===== config.mk =====
export PLATFORM = sky130hd
export DESIGN_NAME = minibus_master
export DESIGN_NICKNAME = d
export VERILOG_FILES = /design/src/rtl/minibus_pkg.sv /design/src/rtl/minibus_addr_decode.sv /design/src/rtl/minibus_master.sv
export SDC_FILE = /design/constraint.sdc
export NUM_CORES = 1
export LEC_CHECK = 0
export ABC_CLOCK_PERIOD_IN_PS = 4800
export CAP_MARGIN = 20
export CORE_MARGIN = 2
export CORE_UTILIZATION = 25
export CTS_BUF_LIST = sky130_fd_sc_hd__clkbuf_8
export CTS_CLUSTER_DIAMETER = 120
export CTS_CLUSTER_SIZE = 25
export DETAILED_ROUTE_END_ITERATION = 12
export PLACE_DENSITY = 0.62
export SETUP_SLACK_MARGIN = 0.02
export SYNTH_ARGS = -nofsm -noshare
export SYNTH_HDL_FRONTEND = slang
export SYNTH_SLANG_ARGS = --single-unit

===== constraint.sdc =====
create_clock -name clk -period 4.8 [get_ports clk]
set_input_delay 1.2 -clock clk [delete_from_list [all_inputs] [get_ports clk]]
set_output_delay 1.2 -clock clk [all_outputs]
set_load 0.02 [all_outputs]

===== src/rtl/minibus_pkg.sv =====
// Shared minibus types: request/response packs, master FSM state encoding
// and the upper bound on slave ports an interconnect may decode.
package minibus_pkg;

    localparam int MINIBUS_MAX_SLAVES = 16;

    typedef struct packed {
        logic        ren;
        logic        wen;
        logic [31:0] addr;
        logic [31:0] wdata;
        logic [3:0]  wstrb;
    } minibus_req_pack;

    typedef struct packed {
        logic        ready;
        logic [31:0] rdata;
        logic        error;
    } minibus_res_pack;

    typedef enum logic [1:0] {
        IDLE   = 2'd0,
        ACCESS = 2'd1,
        RESP   = 2'd2
    } minibus_master_state_e;

endpackage


===== src/rtl/minibus_addr_decode.sv =====
// Combinational minibus address decoder.
// Ports:
//   addr_i   - address to decode
//   onehot_o - one-hot slave select; lowest matching index wins on overlap
//   hit_o    - at least one region matched
module minibus_addr_decode
    import minibus_pkg::*;
#(
    parameter int          NUM_SLAVES            = 4,
    parameter logic [31:0] SLV_BASE [NUM_SLAVES] = '{32'h0000_0000, 32'h1000_0000, 32'h2000_0000, 32'h3000_0000},
    parameter logic [31:0] SLV_MASK [NUM_SLAVES] = '{32'hF000_0000, 32'hF000_0000, 32'hF000_0000, 32'hF000_0000}
) (
    input  logic [31:0]           addr_i,
    output logic [NUM_SLAVES-1:0] onehot_o,
    output logic                  hit_o
);

    // Walk from the highest index down so the lowest matching index is the
    // last one written and therefore wins.
    always_comb begin
        onehot_o = '0;
        hit_o    = 1'b0;
        for (int i = NUM_SLAVES - 1; i >= 0; i--) begin
            if ((addr_i & SLV_MASK[i]) == SLV_BASE[i]) begin
                onehot_o = NUM_SLAVES'(1) << i;
                hit_o    = 1'b1;
            end
        end
    end

endmodule


===== src/rtl/minibus_master.sv =====
// Single-initiator minibus master with address decode and wait-state timeout.
// Ports:
//   clk, nrst             - clock, synchronous active-high reset
//   cpu_valid/ready/req   - core request channel (ready only in IDLE)
//   rsp_valid/ready/rsp   - response channel; rsp.ready mirrors rsp_valid
//   sel                   - one-hot slave select, high only during ACCESS
//   s_req                 - registered request broadcast to all slaves
//   s_res                 - per-slave responses, only the selected one is used
module minibus_master
    import minibus_pkg::*;
#(
    parameter int          NUM_SLAVES            = 4,
    parameter logic [31:0] SLV_BASE [NUM_SLAVES] = '{32'h0000_0000, 32'h1000_0000, 32'h2000_0000, 32'h3000_0000},
    parameter logic [31:0] SLV_MASK [NUM_SLAVES] = '{32'hF000_0000, 32'hF000_0000, 32'hF000_0000, 32'hF000_0000},
    parameter int          TIMEOUT               = 16
) (
    input  logic                             clk,
    input  logic                             nrst,
    input  logic                             cpu_valid,
    output logic                             cpu_ready,
    input  minibus_req_pack                  cpu_req,
    output logic                             rsp_valid,
    input  logic                             rsp_ready,
    output minibus_res_pack                  rsp,
    output logic [NUM_SLAVES-1:0]            sel,
    output minibus_req_pack                  s_req,
    input  minibus_res_pack [NUM_SLAVES-1:0] s_res
);

    localparam int              CNT_W    = $clog2(TIMEOUT + 1);
    localparam logic [CNT_W-1:0] CNT_LAST = CNT_W'(TIMEOUT - 1);

    minibus_master_state_e state_q;
    logic [NUM_SLAVES-1:0] sel_q;
    minibus_req_pack       s_req_q;
    logic [31:0]           rsp_rdata_q;
    logic                  rsp_error_q;
    logic                  rsp_valid_q;
    logic                  cpu_ready_q;
    logic [CNT_W-1:0]      cnt_q;

    logic [NUM_SLAVES-1:0] dec_onehot;
    logic                  dec_hit;
    minibus_res_pack       sel_res;
    logic                  one_op;

    minibus_addr_decode #(
        .NUM_SLAVES (NUM_SLAVES),
        .SLV_BASE   (SLV_BASE),
        .SLV_MASK   (SLV_MASK)
    ) u_decode (
        .addr_i   (cpu_req.addr),
        .onehot_o (dec_onehot),
        .hit_o    (dec_hit)
    );

    // sel_q is one-hot or zero, so an OR-reduction is a clean mux that also
    // masks off every unselected slave.
    always_comb begin
        sel_res = '0;
        for (int i = 0; i < NUM_SLAVES; i++) begin
            if (sel_q[i]) begin
                sel_res = sel_res | s_res[i];
            end
        end
    end

    assign one_op = cpu_req.ren ^ cpu_req.wen;

    always_ff @(posedge clk) begin
        if (nrst) begin
            state_q     <= IDLE;
            sel_q       <= '0;
            s_req_q     <= '0;
            rsp_rdata_q <= '0;
            rsp_error_q <= 1'b0;
            rsp_valid_q <= 1'b0;
            cpu_ready_q <= 1'b1;
            cnt_q       <= '0;
        end else begin
            case (state_q)
                IDLE: begin
                    if (cpu_valid) begin
                        s_req_q     <= cpu_req;
                        cpu_ready_q <= 1'b0;
                        cnt_q       <= '0;
                        if (one_op && dec_hit) begin
                            sel_q   <= dec_onehot;
                            state_q <= ACCESS;
                        end else begin
                            // No-op requests complete cleanly; unmapped or
                            // read+write requests are rejected with error.
                            rsp_rdata_q <= '0;
                            rsp_error_q <= cpu_req.ren | cpu_req.wen;
                            rsp_valid_q <= 1'b1;
                            state_q     <= RESP;
                        end
                    end
                end
                ACCESS: begin
                    // A ready on the last counted cycle still wins over timeout.
                    if (sel_res.ready) begin
                        rsp_rdata_q <= s_req_q.wen ? 32'h0 : sel_res.rdata;
                        rsp_error_q <= sel_res.error;
                        sel_q       <= '0;
                        rsp_valid_q <= 1'b1;
                        state_q     <= RESP;
                    end else if (cnt_q == CNT_LAST) begin
                        rsp_rdata_q <= '0;
                        rsp_error_q <= 1'b1;
                        sel_q       <= '0;
                        rsp_valid_q <= 1'b1;
                        state_q     <= RESP;
                    end else begin
                        cnt_q <= cnt_q + CNT_W'(1);
                    end
                end
                RESP: begin
                    if (rsp_ready) begin
                        rsp_valid_q <= 1'b0;
                        cpu_ready_q <= 1'b1;
                        state_q     <= IDLE;
                    end
                end
                default: begin
                    sel_q       <= '0;
                    rsp_valid_q <= 1'b0;
                    cpu_ready_q <= 1'b1;
                    state_q     <= IDLE;
                end
            endcase
        end
    end

    assign cpu_ready = cpu_ready_q;
    assign rsp_valid = rsp_valid_q;
    assign sel       = sel_q;
    assign s_req     = s_req_q;

    always_comb begin
        rsp       = '0;
        rsp.ready = rsp_valid_q;
        rsp.rdata = rsp_rdata_q;
        rsp.error = rsp_error_q;
    end

endmodule


### Yosys cells after proc, flatten, opt, wreduce, memory -nomap -nowiden

Index checks and enable logic that the tools add are counted.

| storage, ports and cells | value |
|---|---|
| flip-flop bits (word level) | 116 |
| input bits | 210 |
| output and inout port bits | 110 |
| word-level logic and storage cells | 90 |

| cells by class | value |
|---|---|
| $add $sub $neg | 1 |
| equal/unequal tests | 13 |
| mux-type cells | 46 |
| bitwise logic cells | 7 |
| reduce and logical (&&, ||, !) cells | 11 |

Operator list:

| operator | count |
|---|---|
| 32-bit two-way mux | 5 |
| 34-bit two-way mux | 4 |
| 34-bit bitwise OR | 3 |
| 32-bit case mux with 2 select lines | 1 |
| 32-bit zero test | 1 |
| 4-bit two-way mux | 8 |
| 4-bit AND reduction | 4 |
| 5-bit two-way mux | 3 |
| 1-bit two-way mux | 14 |
| 2-bit != test (second input constant) | 6 |
| 4-bit case mux with 3 select lines | 1 |
| 2-bit two-way mux | 5 |
| 5-bit case mux with 2 select lines | 1 |
| 4-bit by 2-bit equality test with 1-bit output (second input constant) | 2 |
| 1-bit case mux with 3 select lines | 2 |
| 2-bit case mux with 3 select lines | 1 |
| 3-bit AND reduction | 2 |
| 5-bit by 1-bit adder with 5-bit output (second input constant) | 1 |
| 5-bit by 4-bit equality test with 1-bit output (second input constant) | 1 |
| 4-bit by 1-bit equality test with 1-bit output (second input constant) | 1 |
| 3-bit != test (second input constant) | 1 |
| 2-bit by 1-bit equality test with 1-bit output (second input constant) | 1 |
| 2-bit equality test (second input constant) | 1 |
| 2-bit zero test | 1 |
| other kinds (7) | 8 |

### Longest topological paths before layout

| logic depth | value |
|---|---|
| depth in word-level cells | 10 |
| depth in mapped cells | 7 |
| gate-level depth less buffers | 6 |

### Modules after synthesis

A second synthesis with hierarchy kept.

| unflattened totals | value |
|---|---|
| cells, all modules | 552 |
| area, all modules | 4832.1 sq um |

By module, submodules not included:

| module | instances | cells an instance | area an instance (sq um) | seq. area each (sq um) |
|---|---|---|---|---|
| minibus_master | 1 | 547 | 4792.1 | 2322.2 |
| minibus_addr_decode | 1 | 5 | 40.0 | 0.0 |

### Worst setup path before layout

No wires, ideal clock.

| timing path | value |
|---|---|
| kind | input to register |
| start point | input port cpu_req[68] (netlist name) |
| end point | register rsp_rdata_q[22] |
| library setup time | 0.132 ns |
| data arrival time | 2.477 ns |
| data required time | 4.668 ns |
| setup slack | 2.191 ns |
| stages on the path | 6 |
| path buffers | 1 |
| path through | inv_1 ha_1 a311oi_1 a21oi_2 buf_6 o2bb2ai_2 |

| between the ends | value |
|---|---|
| longest elaborated chain between the ends | 4 |

RTL lines:

| what | RTL line | text |
|---|---|---|
| start: declaration | minibus_master.sv:21 | `input minibus_req_pack cpu_req,` |
| 1-bit XOR | minibus_master.sv:68 | `assign one_op = cpu_req.ren ^ cpu_req.wen;` |
| 1-bit logical AND | minibus_master.sv:87 | `if (one_op && dec_hit) begin` |
| 2-bit != test (no line) | - |  |
| 4-bit AND reduction (no line) | - |  |
| end signal: assignment | minibus_master.sv:103 | `rsp_rdata_q <= s_req_q.wen ? 32'h0 : sel_res.rdata;` |
| end: declaration | minibus_master.sv:36 | `logic [31:0] rsp_rdata_q;` |

No other way between the ends.
A chain may end at the register's enable or synchronous reset.

### Final worst setup path

| timing path | value |
|---|---|
| start point | register sel_q[0] (netlist: sel[0]) |
| end point | output port sel[0] |

RTL lines:

| what | RTL line | text |
|---|---|---|
| start: declaration | minibus_master.sv:34 | `logic [NUM_SLAVES-1:0] sel_q;` |
| start signal: assignment | minibus_master.sv:88 | `sel_q <= dec_onehot;` |
| end: declaration | minibus_master.sv:25 | `output logic [NUM_SLAVES-1:0] sel,` |

No word-level cell between the ends.

==> out/metrics.yaml <==
finalSetupViolations: 0
grt_pass1_wl_mm: 28.3
cts_buffer_depth: 2
postRouteAntennaNets: 0
die_h_um: 143
path_cells: "clkdlybuf4s50_1"
fin_crit_sh_pct: 68.7
hold_viol_final: 0
drc: 0
cp.arrival_ns: 2.10
p_leak_nw: 3.02
status: "completed"
synth_area_per_cell_um2: 8.75
layout.nets: 1061
dp_hpwl_mm: 14.0
worst_clock_skew_ns: 0.00965
wl_met3_mm: 1.99
root_buffer: "clkbuf_8"
wl_met1_mm: 8.03
grt_max_degree: 70
ir_worst_vdd_uv: 170
fin_crit_ns: 3.30
synth_compound_area_share_pct: 29.7
synth_top_family_by_area: "compound AO/OA/AOI/OAI gates"
max_cap_viol_count: 0
drtIter0Drc: 157
grt_usage_pct: 18.2
post_drt_wl_per_cell_um: 17.2
slew_violations: 0
power_mw: 2.46
syn_inst: 552
grt-ovfl-total: 0
grt_pass1_vias: 5077
cellPowerDensity_nw_per_um2: 285
coreArea_um2: 18800
path_clk_slew_ns: 0.07
num-fill-cells: 1900
ys_warn_count: 0
syn_nets: 765
start_util_pct: 25.6
dr_total_vias: 5221
topRoutingLayerUsed: "met4"
relSlewSlack_pct: 40.6
fin_setup_tns_ns: 0
io_buffers: 319
antenna_found_initial: 2
worstPathRequired_ns: 3.60
cts_buffers: 17
dr.pass1.iters: 4
dieArea_um2: 20400
drive_gt1_share_pct: 6.29
synth_xor_xnor_area_share_pct: 0
cp.buffers_inverters: 1
cpPeakStageDelay_ns: 0.91
post_cts_resized: 0
rrSetupSlack_ns: 2.17
synth_seq_area_share_pct: 48.1
cp_top_family: "flip-flops"
finalWirelength_mm: 19.3
synthAdderAreaFrac_pct: 0.777
worst_slew_pin_slew_ns: 0.890
cts_tree: "yes"
crit_type: "reg2out"
post_cts_buffers: 0
worst-path-max-fanout: 22
cts.sinks: 116
rsz0062_at_grt: "false"
synth_cell_types: 38
synth.area.mux_share_pct: 0.622
fin_hold_ws_ns: 0.452
io_pins: 320
clock.fmax_mhz: 303
hold_path.class: "reg2reg"
htreeDepth: 4
gp_congestion: 0.781
synthSimpleGateAreaFrac_pct: 15.5
ys_seq_elements: 116
cp-end-kind: "output port"
syn2layout_area_growth_pct: 78.4
std_cell_rows: 50
start_kind: "register"
wl_met2_mm: 9.05
netlist_area_um2: 4830
holdBufCountCts: 0
clk_latency_ns: 0.43
vias_per_cell: 4.66
critPathSlowestCell: "dfxtp_1"
die_w_um: 143
power by group:
part / leakage [nW] / switching, mW / internal (mW)
logic: 1.87 / 0.209 / 0.267
clock network: 0.208 / 0.402 / 0.545
registers: 0.947 / 0.0261 / 1.01
stage by stage:
| stage | setup slack, ns | area [um2] | cells | utilization (%) |
|---|---|---|---|---|
| detailed placement | 1.32 | 8200 | 1089 | 43.6 |
| global placement | 1.37 | 8200 | 1089 | 43.6 |
| floorplan | 2.19 | 4830 | 552 | - |
| global route | 1.41 | 8620 | 1121 | 45.8 |
| CTS | 1.44 | 8610 | 1119 | 45.7 |
| finish | 1.50 | 8620 | 1121 | 45.8 |
synthesized netlist by cell type:
cell         n  area [um2]
nand2_1    145         544
dfxtp_1    116        2320
a21oi_1     75         375
clkbuf_1    41         154
a22o_1      34         298
a221oi_1    32         280
o2bb2ai_1   22         193
o2bb2ai_2   10         150
nor2_1       8        30.0
nand3_1      7        35.0
nand2b_1     6        37.5
inv_1        5        18.8
buf_2        4        20.0
buf_6        4        45.0
o21ai_0      4        20.0
a22oi_1      3        22.5
ha_1         3        37.5
mux2i_1      3        30.0
nor2b_1      3        18.8
or4_1        3        22.5
a211o_1      2        17.5
a211oi_1     2        15.0
a21boi_0     2        15.0
a31oi_1      2        12.5
buf_4        2        15.0
nor3_1       2        10.0
a21oi_2      1        8.76
a311oi_1     1        8.76
and2_1       1        6.26
and3_1       1        6.26
buf_1        1        3.75
nand4b_1     1        8.76
nor3b_1      1        7.51
nor4_1       1        6.26
o21a_1       1        7.51
o41ai_1      1        8.76
or3_1        1        6.26
or4_4        1        11.3
cell type report:
| type | instances | area, um2 | share of cell area [%] |
|---|---|---|---|
| well taps | 260 | 325 | 3.78 |
| multi-input cells | 379 | 2260 | 26.3 |
| clock inverters | 10 | 133 | 1.54 |
| clock buffers | 20 | 275 | 3.19 |
| inverters | 5 | 18.8 | 0.218 |
| repair buffers | 329 | 3280 | 38.0 |
| flip-flops and latches | 116 | 2320 | 26.9 |
| diodes | 2 | 5.00 | 0.0581 |
tightest hold or removal path, stage by stage, from the launching register on:
cell	delay [ns]
dfxtp_1	0.31
nand2_1	0.05
a21oi_1	0.05
state kept, by name, indices dropped and copies added, names as in the netlist:
| name | count |
|---|---|
| cnt_q | 5 |
| cpu_ready | 1 |
| rsp_error_q | 1 |
| rsp_rdata_q | 32 |
| rsp_valid | 1 |
| s_req | 70 |
| sel | 4 |
| state_q | 2 |
layout by cell type (no fill, tap or decap), drive strengths merged, types with 3 or more instances in the layout:
master and count:
or4 4, clkinv 4, ha 3, nand2b 6
dfxtp 116, a22oi 3, nor2 8, nand3 7
bufinv 3, buf 11, o21ai 4, o2bb2ai 32
a22o 34, inv 6, mux2i 3, nand2 145
a221oi 32, clkdlybuf4s50 318, clkbuf 20, nor2b 3
a21oi 76
cell families (layout without fill, tap and decap cells):
family | after synthesis | count (layout)
compound gates | 192 | 192
other cells | 0 | 2
flops | 116 | 116
mux | 3 | 3
simple gates | 181 | 181
buf+inv | 57 | 364
fa+ha+maj | 3 | 3
path summary, 6_finish.rpt:
check / to / startpoint / cells after the start
max: sel[0] / sel[0]$_SDFFE_PP0P_ / 1
max reg2reg: rsp_rdata_q[14]$_SDFFE_PP0P_ / sel[0]$_SDFFE_PP0P_ / 6
min: s_req[57]$_SDFFE_PP0P_ / s_req[57]$_SDFFE_PP0P_ / 2
min reg2reg: s_req[57]$_SDFFE_PP0P_ / s_req[57]$_SDFFE_PP0P_ / 2
routing by layer:
layer  up-vias  GRT usage, %
met5         -             0
met4         0          6.25
met3        16          7.41
met2       229          30.2
met1      2400          21.1
li1       2576             -
Power figures use the tool's default switching activity.
